## config.mk

```make
export PLATFORM = sky130hd
export DESIGN_NAME = wait_fare_acc
export DESIGN_NICKNAME = d
export VERILOG_FILES = /design/src/rtl/wait_fare_acc.sv
export SDC_FILE = /design/constraint.sdc
export NUM_CORES = 1
export LEC_CHECK = 0
export BUFFER_PORTS_ARGS = -buffer_cell sky130_fd_sc_hd__buf_4
export CAP_MARGIN = 15
export CORE_MARGIN = 1
export CORE_UTILIZATION = 57
export DETAILED_ROUTE_END_ITERATION = 8
export GPL_ROUTABILITY_DRIVEN = 0
export PLACE_DENSITY = 0.78
export REMOVE_ABC_BUFFERS = 1
export SYNTH_ARGS = -nofsm -noshare
export SYNTH_HDL_FRONTEND = slang
export SYNTH_SLANG_ARGS = --single-unit
```

## constraint.sdc

```tcl
create_clock -name clk -period 3.7 [get_ports clk]
set_input_delay 0.37 -clock clk [delete_from_list [all_inputs] [get_ports clk]]
set_output_delay 0.37 -clock clk [all_outputs]
set_load 0.03 [all_outputs]
```

## src/rtl/wait_fare_acc.sv

```systemverilog
// Waiting-time fare accumulator: adds a latched BCD tariff rate to the BCD fare
// total one digit per cycle, with a grace allowance, one-deep pulse buffer and saturation.
module wait_fare_acc #(
  parameter int DIGITS      = 4,
  parameter int RATE_DIGITS = 3,
  parameter int NUM_RATES   = 2,
  parameter int GRACE_UNITS = 0
) (
  input  logic                                     clk,
  input  logic                                     rst,
  input  logic                                     clr,
  input  logic                                     unit_pulse,
  input  logic                                     wait_en,
  input  logic                                     max_in,
  input  logic [(NUM_RATES>1?$clog2(NUM_RATES):1)-1:0] rate_sel,
  input  logic [NUM_RATES*RATE_DIGITS*4-1:0]       rate_table,
  output logic [DIGITS*4-1:0]                      fare_bcd,
  output logic                                     sat,
  output logic                                     busy,
  output logic                                     ovf,
  output logic                                     grace_active
);

  localparam int FW    = DIGITS * 4;
  localparam int RW    = RATE_DIGITS * 4;
  localparam int IDX_W = $clog2(DIGITS);

  typedef enum logic [1:0] {S_IDLE, S_ADD, S_COMMIT} state_t;

  state_t           state_q, state_d;
  logic [FW-1:0]    fare_q, fare_d;
  logic [FW-1:0]    shadow_q, shadow_d;
  logic [FW-1:0]    opnd_q, opnd_d;
  logic [FW-1:0]    pend_rate_q, pend_rate_d;
  logic [IDX_W-1:0] idx_q, idx_d;
  logic             carry_q, carry_d;
  logic             pending_q, pending_d;
  logic             sat_q, sat_d;
  logic             ovf_q, ovf_d;
  logic [7:0]       grace_q, grace_d;

  logic [RW-1:0]    rate_raw;
  logic [FW-1:0]    rate_cur;
  logic             accept, start, busy_now;
  logic [4:0]       dsum;

  // Clamp illegal rate digits to 9 and zero-extend to the fare width.
  function automatic logic [FW-1:0] clamp_rate(input logic [RW-1:0] r);
    logic [FW-1:0] o;
    o = '0;
    for (int i = 0; i < RATE_DIGITS; i++)
      o[i*4 +: 4] = (r[i*4 +: 4] > 4'd9) ? 4'd9 : r[i*4 +: 4];
    return o;
  endfunction

  // One BCD digit add; result is {carry_out, digit}.
  function automatic logic [4:0] bcd_digit_add(input logic [3:0] a, input logic [3:0] b,
                                               input logic c);
    logic [4:0] s;
    s = 5'(a) + 5'(b) + 5'(c);
    if (s > 5'd9) return {1'b1, s[3:0] - 4'd10};
    return {1'b0, s[3:0]};
  endfunction

  function automatic logic [FW-1:0] all_nines();
    return {DIGITS{4'h9}};
  endfunction

  always_comb begin
    rate_raw = rate_table[0 +: RW];
    for (int k = 1; k < NUM_RATES; k++)
      if (int'(rate_sel) == k) rate_raw = rate_table[k*RW +: RW];
    rate_cur = clamp_rate(rate_raw);

    accept   = unit_pulse && wait_en && !max_in && !sat_q;
    start    = accept && (grace_q == 8'd0);
    busy_now = (state_q != S_IDLE) || pending_q;

    state_d     = state_q;
    fare_d      = fare_q;
    shadow_d    = shadow_q;
    opnd_d      = opnd_q;
    pend_rate_d = pend_rate_q;
    idx_d       = idx_q;
    carry_d     = carry_q;
    pending_d   = pending_q;
    sat_d       = sat_q;
    ovf_d       = ovf_q;
    grace_d     = grace_q;
    dsum        = '0;

    if (accept && (grace_q != 8'd0)) grace_d = grace_q - 8'd1;

    case (state_q)
      S_IDLE: begin
        // A pulse buffered during the final COMMIT cycle is launched from here.
        if (pending_q) begin
          pending_d = 1'b0;
          if (!max_in) begin
            opnd_d  = pend_rate_q;
            carry_d = 1'b0;
            idx_d   = '0;
            state_d = S_ADD;
          end
        end else if (start) begin
          opnd_d  = rate_cur;
          carry_d = 1'b0;
          idx_d   = '0;
          state_d = S_ADD;
        end
      end
      S_ADD: begin
        dsum                 = bcd_digit_add(fare_q[idx_q*4 +: 4], opnd_q[idx_q*4 +: 4], carry_q);
        shadow_d[idx_q*4 +: 4] = dsum[3:0];
        carry_d              = dsum[4];
        idx_d                = idx_q + 1'b1;
        if (idx_q == IDX_W'(DIGITS - 1)) state_d = S_COMMIT;
      end
      S_COMMIT: begin
        if (carry_q) begin
          fare_d = all_nines();
          sat_d  = 1'b1;
        end else begin
          fare_d = shadow_q;
        end
        pending_d = 1'b0;
        if (pending_q && !max_in) begin
          opnd_d  = pend_rate_q;
          carry_d = 1'b0;
          idx_d   = '0;
          state_d = S_ADD;
        end else begin
          state_d = S_IDLE;
        end
      end
      default: state_d = S_IDLE;
    endcase

    if (start && busy_now) begin
      if (pending_q) begin
        ovf_d = 1'b1;
      end else begin
        pending_d   = 1'b1;
        pend_rate_d = rate_cur;
      end
    end
  end

  always_ff @(posedge clk) begin
    if (rst || clr) begin
      state_q   <= S_IDLE;
      fare_q    <= '0;
      pending_q <= 1'b0;
      sat_q     <= 1'b0;
      ovf_q     <= 1'b0;
      grace_q   <= 8'(GRACE_UNITS);
    end else begin
      state_q   <= state_d;
      fare_q    <= fare_d;
      pending_q <= pending_d;
      sat_q     <= sat_d;
      ovf_q     <= ovf_d;
      grace_q   <= grace_d;
    end
    shadow_q    <= shadow_d;
    opnd_q      <= opnd_d;
    pend_rate_q <= pend_rate_d;
    idx_q       <= idx_d;
    carry_q     <= carry_d;
  end

  assign fare_bcd     = fare_q;
  assign sat          = sat_q;
  assign busy         = (state_q != S_IDLE);
  assign ovf          = ovf_q;
  assign grace_active = (grace_q != 8'd0);

endmodule

```

==> results of run 1 <==
-- layer usage --
| metal | wire length [microns] | vias to the layer above |
|---|---|---|
| met4 | 40 | 0 |
| met1 | 3250 | 1312 |
| met5 | 0 | - |
| met3 | 350 | 6 |
| met2 | 3860 | 87 |
| li1 | - | 1340 |
-- final cells by class --
cell class | instances | area (sq um)
well taps | 75 | 93.8
inverters | 11 | 41.3
fillers | 441 | 1740
repair buffers | 54 | 405
multi-input cells | 239 | 1690
clock inverters | 7 | 93.8
clock buffers | 9 | 124
flip-flops and latches | 72 | 1870
-- per-stage QoR --
step / setup WS (ns) / power (uW) / utilization [%] / instances / hold slack, ns
final: 0.312 / 1680 / 71.2 / 467 / 0.307
after floorplan: 0.495 / 958 / - / 322 / 0.476
after global routing: 0.115 / 1740 / 71.2 / 467 / 0.325
after global placement: 0.460 / 1000 / 67.5 / 450 / 0.449
after CTS: 0.328 / 1690 / 71.1 / 466 / 0.286
after detailed placement: 0.355 / 1010 / 67.5 / 450 / 0.465
-- cells in the final DEF (no fill, tap or decap), types with 4 or more instances in the layout --
cell type  count
nor3_1        20
and2_1         9
nand3_1        4
nor2b_1        6
o21ai_0       11
a221o_1        4
clkbuf_8       9
and3_1         4
a21boi_1       4
nor3b_1        7
nand4_1        4
edfxtp_1      43
inv_1         11
a211oi_1       5
a21oi_1       21
nand3b_1       8
ha_1          10
nand2_1       18
buf_4         54
nor2_1        34
mux4_2         4
mux2_2        13
mux2i_1       12
dfxtp_1       29
-- logic make-up (layout without fill, tap and decap cells) --
group	count (synthesis)	in the layout	share of synthesized area, %
adders and majority gates	12	12	4.48
muxes	29	29	9.67
AOI/OAI and AO/OA	61	61	10.9
buffers and inverters	29	81	3.46
and+or+nand+nor	131	131	19.3
xor gates and xnor gates	6	6	1.43
DFF	72	72	50.8
-- power by group through the flow --
stage	logic, uW	registers [uW]	clock network [uW]
2_1_floorplan	77.6	881	0
3_3_place_gp	123	882	0
3_5_place_dp	128	882	0
4_1_cts	129	863	702
5_1_grt	142	865	729
6_report	128	864	688
-- how the worst max path moves through the flow --
stage / start / to / slack, ns / cells after the start
CTS: idx_q[0] / shadow_q[2] / 0.33 / 9
finish: idx_q[0] / shadow_q[2] / 0.31 / 9
floorplan: idx_q[0] / shadow_q[10] / 0.49 / 9
detailed placement: idx_q[0] / shadow_q[2] / 0.35 / 9
global placement: idx_q[0] / shadow_q[10] / 0.46 / 9
global route: idx_q[0] / shadow_q[2] / 0.11 / 9
-- registers in the layout (all words and copies together), names as in the netlist --
name,count
opnd_q,12
pending_q,1
grace_q,8
ovf,1
shadow_q,16
state_q,2
fare_bcd,16
idx_q,2
sat,1
carry_q,1
pend_rate_q,12
-- worst reg2reg max path: stages (launching register included) --
cell	delay, ns
edfxtp_1	0.54
mux4_2	0.60
fa_1	0.48
fa_1	0.51
xor2_1	0.23
inv_1	0.07
ha_1	0.27
o311ai_1	0.09
nor2_1	0.25
nor3b_1	0.09
==> impl_results.md, run 1 <==
* Post-Syn Area at 3690 sq um
* NetSw at 379 uW
* Worst path slowest cell: mux4_2
* Post-CTS repair timing setup buffer count at 0
* PD cells at 389 nW/um^2
* Commonest cells post-synth: 43 x edfxtp_1, 34 x nor2_1, 29 x dfxtp_1
* Synth Flop Type: edfxtp_1
* Clk_skew at 0.00735 ns
* Leakage power total at 0.00166 uW
* Crit path DAT at 3.48 ns
* Hold buffers post-CTS at 0
* I/O Buffers at 50
* GR Layer Usage met3 at 4.40%
* # diodes at 0
* Worst-path clk slew at 0.08 ns
* WHS Path Cells at 3
* Worst IR drop on VDD at 322 uV
* GR peak layer: met2
* Internal power at 1300 uW
* H-tree depth at 3
* Pins Over Slew Limit at 0
* Placed standard-cell area at 4090 sq um
* Net total in the final layout at 430
* CP peak stage delay at 0.60 ns
* Cell repeated most along the worst path: fa_1
* CP endpoint kind: flip-flop
* Clock power frac at 40.9%
* Cell Chain, Critical Path: mux4_2 -> fa_1 -> fa_1 -> xor2_1 -> inv_1 -> ha_1 -> o311ai_1 -> nor2_1 -> nor3b_1
* Seq/Total Area, Yosys at 50.8%
* HP Class: input port to flip-flop
* Final non-filler cell area at 4320 sq um
* Min-Delay Endpoint: ovf
* I/O Pins at 51
* Grt met1 use at 28.8%
* # DRC at 0
* Comb power frac at 7.6%
* CTS buffer count at 9
* Total grt overflow at 0
* Flops & latches, synth at 72
* CP startpoint kind: flip-flop
* Post-synth EDFFs at 43
* Post-Route WL at 7500 microns
* CORE AREA at 6060 sq um
* Area contributors post-synth: edfxtp_1 35%, dfxtp_1 16%, mux2_2 4.0%
* Asr flop ratio synth at 0%
* DIE AREA at 6790 sq um
* CTS tree: built
* Final hold viol count at 0
* Synth cell types at 51
* Unrepaired setup endpoints after global routing: false
* Worst slew pin tran at 0.907 ns
* Fin Setup TNS at 0 ns
* Slew margin rel. at 39.3%
* Share of cells above drive strength 1 at 24.2%
* Drt pass-1 iters at 4
* Post-synth top area share at 35.0%
* First-pass GRT wire length at 12000 microns
* HPWL Detailed at 5420 microns
* Vias at 2745
* Reg2reg start: idx_q[0]
* Yosys warns at 0
* Top delay family on crit path: adder cells
* Max Fclk at 295 MHz
* Wirelength per Cell at 16.1 microns
* Reg power frac at 51.4%
* Status: complete, no violations
* Switching share of total power at 22.6%
* Area Overhead vs Synth at 17.1%
* Minimum clock period at 3.39 ns
* Final ANT Viol Nets at 0
* M2 GR Usage at 41.3%
* Worst EP required at 3.79 ns
* Initial antenna violation count at 0
* Clk Latency, worst-skew pair at 0.34 ns
* CTS root buf: clkbuf_8
* Number of clock sinks at 72
* Initial Utilization at 60.8%
* Worst-path fanout max at 7
* Cell with the most instances after synthesis: edfxtp_1
* Vias in the first global route at 2613
* Final setup viols at 0
* Initial DRC Count at 165
* Synth Instances at 340
* Crit path buffers/inverters at 1
* Total GRT Usage at 24.3%
* Reg2Reg Capture Point: shadow_q[2]
* Synthesized area per cell at 10.8 sq um
* Flop-to-flop setup slack at 0.31 ns
* Largest net degree at the start of global routing at 28
* R2R depth at 9
* # Max-Cap Violations at 0
* Period utilisation layout at 91.6%
* Row count at 28
* Min-delay src: rst
* Cell taking the most area after synthesis: edfxtp_1
* Post-CTS sizing at 0
* Setup Crit Path Kind: flip-flop to flip-flop
* Via-to-Cell Ratio at 5.88
* Die Y-Extent at 82.4 microns
* Clk buf depth at 2
* Die width at 82.4 microns
Power figures use the tool's default switching activity.
==> inputs of run 2 (changes only) <==
- CELL_PAD_IN_SITES_DETAIL_PLACEMENT: unset -> 1
- CELL_PAD_IN_SITES_GLOBAL_PLACEMENT: unset -> 1
- CORE_UTILIZATION: 57 -> 45
- SLEW_MARGIN: unset -> 15
==> impl_results.md, run 2 (synthesis gave the netlist of run 1 again) <==
* Period utilisation layout at 90.7%
* Number of clock sinks at 72
* Die width at 92.5 microns
* Area Overhead vs Synth at 16.5%
* R2R depth at 9
* Via-to-Cell Ratio at 5.62
* Total power at 1540 uW
* I/O Pins at 51
* Worst EP required at 3.78 ns
* # Max-Cap Violations at 0
* # DRC at 0
* Net total in the final layout at 428
* Seq. cell area at 1870 sq um
* Critical Path Sink: shadow_q[14]
* Unrepaired setup endpoints after global routing: false
* Share of cells above drive strength 1 at 23.6%
* Setup Crit Path Kind: flip-flop to flip-flop
* Worst IR drop on VDD at 192 uV
* Multi-input logic area at 1690 sq um
* Comb power frac at 8.5%
* # diodes at 0
* Internal power at 1180 uW
* Drt pass-1 iters at 4
* Worst-path clk slew at 0.07 ns
* Fillers at 875
* Switching share of total power at 23.5%
* Reg2Reg Capture Point: shadow_q[14]
* Max Fclk at 298 MHz
* Clock power frac at 35.5%
* NetSw at 363 uW
* CP Launch Point: idx_q[0]
* Crit path DAT at 3.44 ns
* Post-CTS repair timing setup buffer count at 0
* Largest net degree at the start of global routing at 28
* HPWL Detailed at 6100 microns
* Reg2reg start: idx_q[0]
* Pins Over Slew Limit at 0
* Slew margin rel. at 35.9%
* Initial DRC Count at 78
* Vias in the first global route at 2752
* Minimum clock period at 3.36 ns
* Clk Latency, worst-skew pair at 0.34 ns
* Fin Setup TNS at 0 ns
* Post-CTS sizing at 0
* CP startpoint kind: flip-flop
* Final hold viol count at 0
* Row count at 32
* CTS buffer count at 9
* Worst-path fanout max at 7
* Total GRT Usage at 20.2%
* Hold buffers post-CTS at 0
* CP endpoint kind: flip-flop
* First-pass GRT wire length at 13300 microns
* Flop-to-flop setup slack at 0.34 ns
* CORE AREA at 7810 sq um
* Final ANT Viol Nets at 0
* Reg power frac at 56.0%
* Leakage power total at 0.00162 uW
* I/O Buffers at 50
* Initial Utilization at 47.2%
* Worst slew pin tran at 0.958 ns
* DIE AREA at 8560 sq um
* Post-Route WL at 8120 microns
* Initial antenna violation count at 0
* CTS tree: built
* Wirelength per Cell at 16.5 microns
* Most frequent cells in the layout: 52 x buf_4, 43 x edfxtp_1, 34 x nor2_1
* Clk buf depth at 2
* H-tree depth at 3
* PD cells at 359 nW/um^2
* Clk_skew at 0.00508 ns
* Commonest non-fill, non-tap cell in the layout: buf_4
* Die Y-Extent at 92.5 microns
* CTS root buf: clkbuf_8
* Status: complete, no violations
* Total grt overflow at 0
* Final setup viols at 0
* Vias at 2764
* HP Class: input port to flip-flop
==> run 2: metrics by stage <==
| stage | cell area [sq um] | setup slack, ns | utilization (%) | cells | hold WS [ns] |
|---|---|---|---|---|---|
| after detailed placement | 4120 | 0.339 | 52.8 | 476 | 0.474 |
| after global routing | 4290 | 0.116 | 55.0 | 492 | 0.312 |
| after global placement | 4120 | 0.424 | 52.8 | 476 | 0.450 |
| after floorplan | 3600 | 0.495 | - | 322 | 0.476 |
| final | 4290 | 0.343 | 55.0 | 492 | 0.307 |
| after CTS | 4290 | 0.327 | 55.0 | 492 | 0.302 |
==> run 2: cell type report <==
cell class	instances	area share (%)
inverters	11	0.962
flip-flops and latches	72	43.6
clock inverters	4	0.525
repair buffers	52	9.09
clock buffers	12	3.38
multi-input cells	239	39.5
well taps	102	2.97
==> run 2: worst max-delay path: stages (launching register included) <==
cell      delay (ns)
edfxtp_1        0.54
mux4_2          0.58
fa_1            0.47
fa_1            0.51
xor2_1          0.26
inv_1           0.07
ha_1            0.27
o311ai_1        0.09
nor2_1          0.23
nor3b_1         0.09
==> run 2: worst min path at each step <==
stage                startpoint  slack, ns  depth (start not counted)     endpoint
global placement            ovf       0.45                          1          ovf
detailed placement  fare_bcd[2]       0.47                          2  fare_bcd[2]
floorplan            grace_q[7]       0.48                          2   grace_q[7]
CTS                         rst       0.30                          3          ovf
global route                rst       0.31                          3          ovf
finish                      rst       0.31                          3          ovf
==> run 2: power groups by stage <==
stage | combinational (uW) | clock, uW | sequential (uW)
2_1_floorplan | 77.6 | 0 | 881
3_3_place_gp | 126 | 0 | 881
3_5_place_dp | 132 | 0 | 882
4_1_cts | 132 | 565 | 863
5_1_grt | 145 | 600 | 864
6_report | 131 | 548 | 863
==> run 2: routing by layer <==
metal | up-vias | part of all wire (%) | track usage [%]
li1 | 1345 | - | -
met1 | 1342 | 45 | 25.0
met2 | 64 | 49 | 34.8
met3 | 13 | 3.9 | 3.53
met4 | 0 | 1.7 | 8.33
met5 | - | 0 | 0
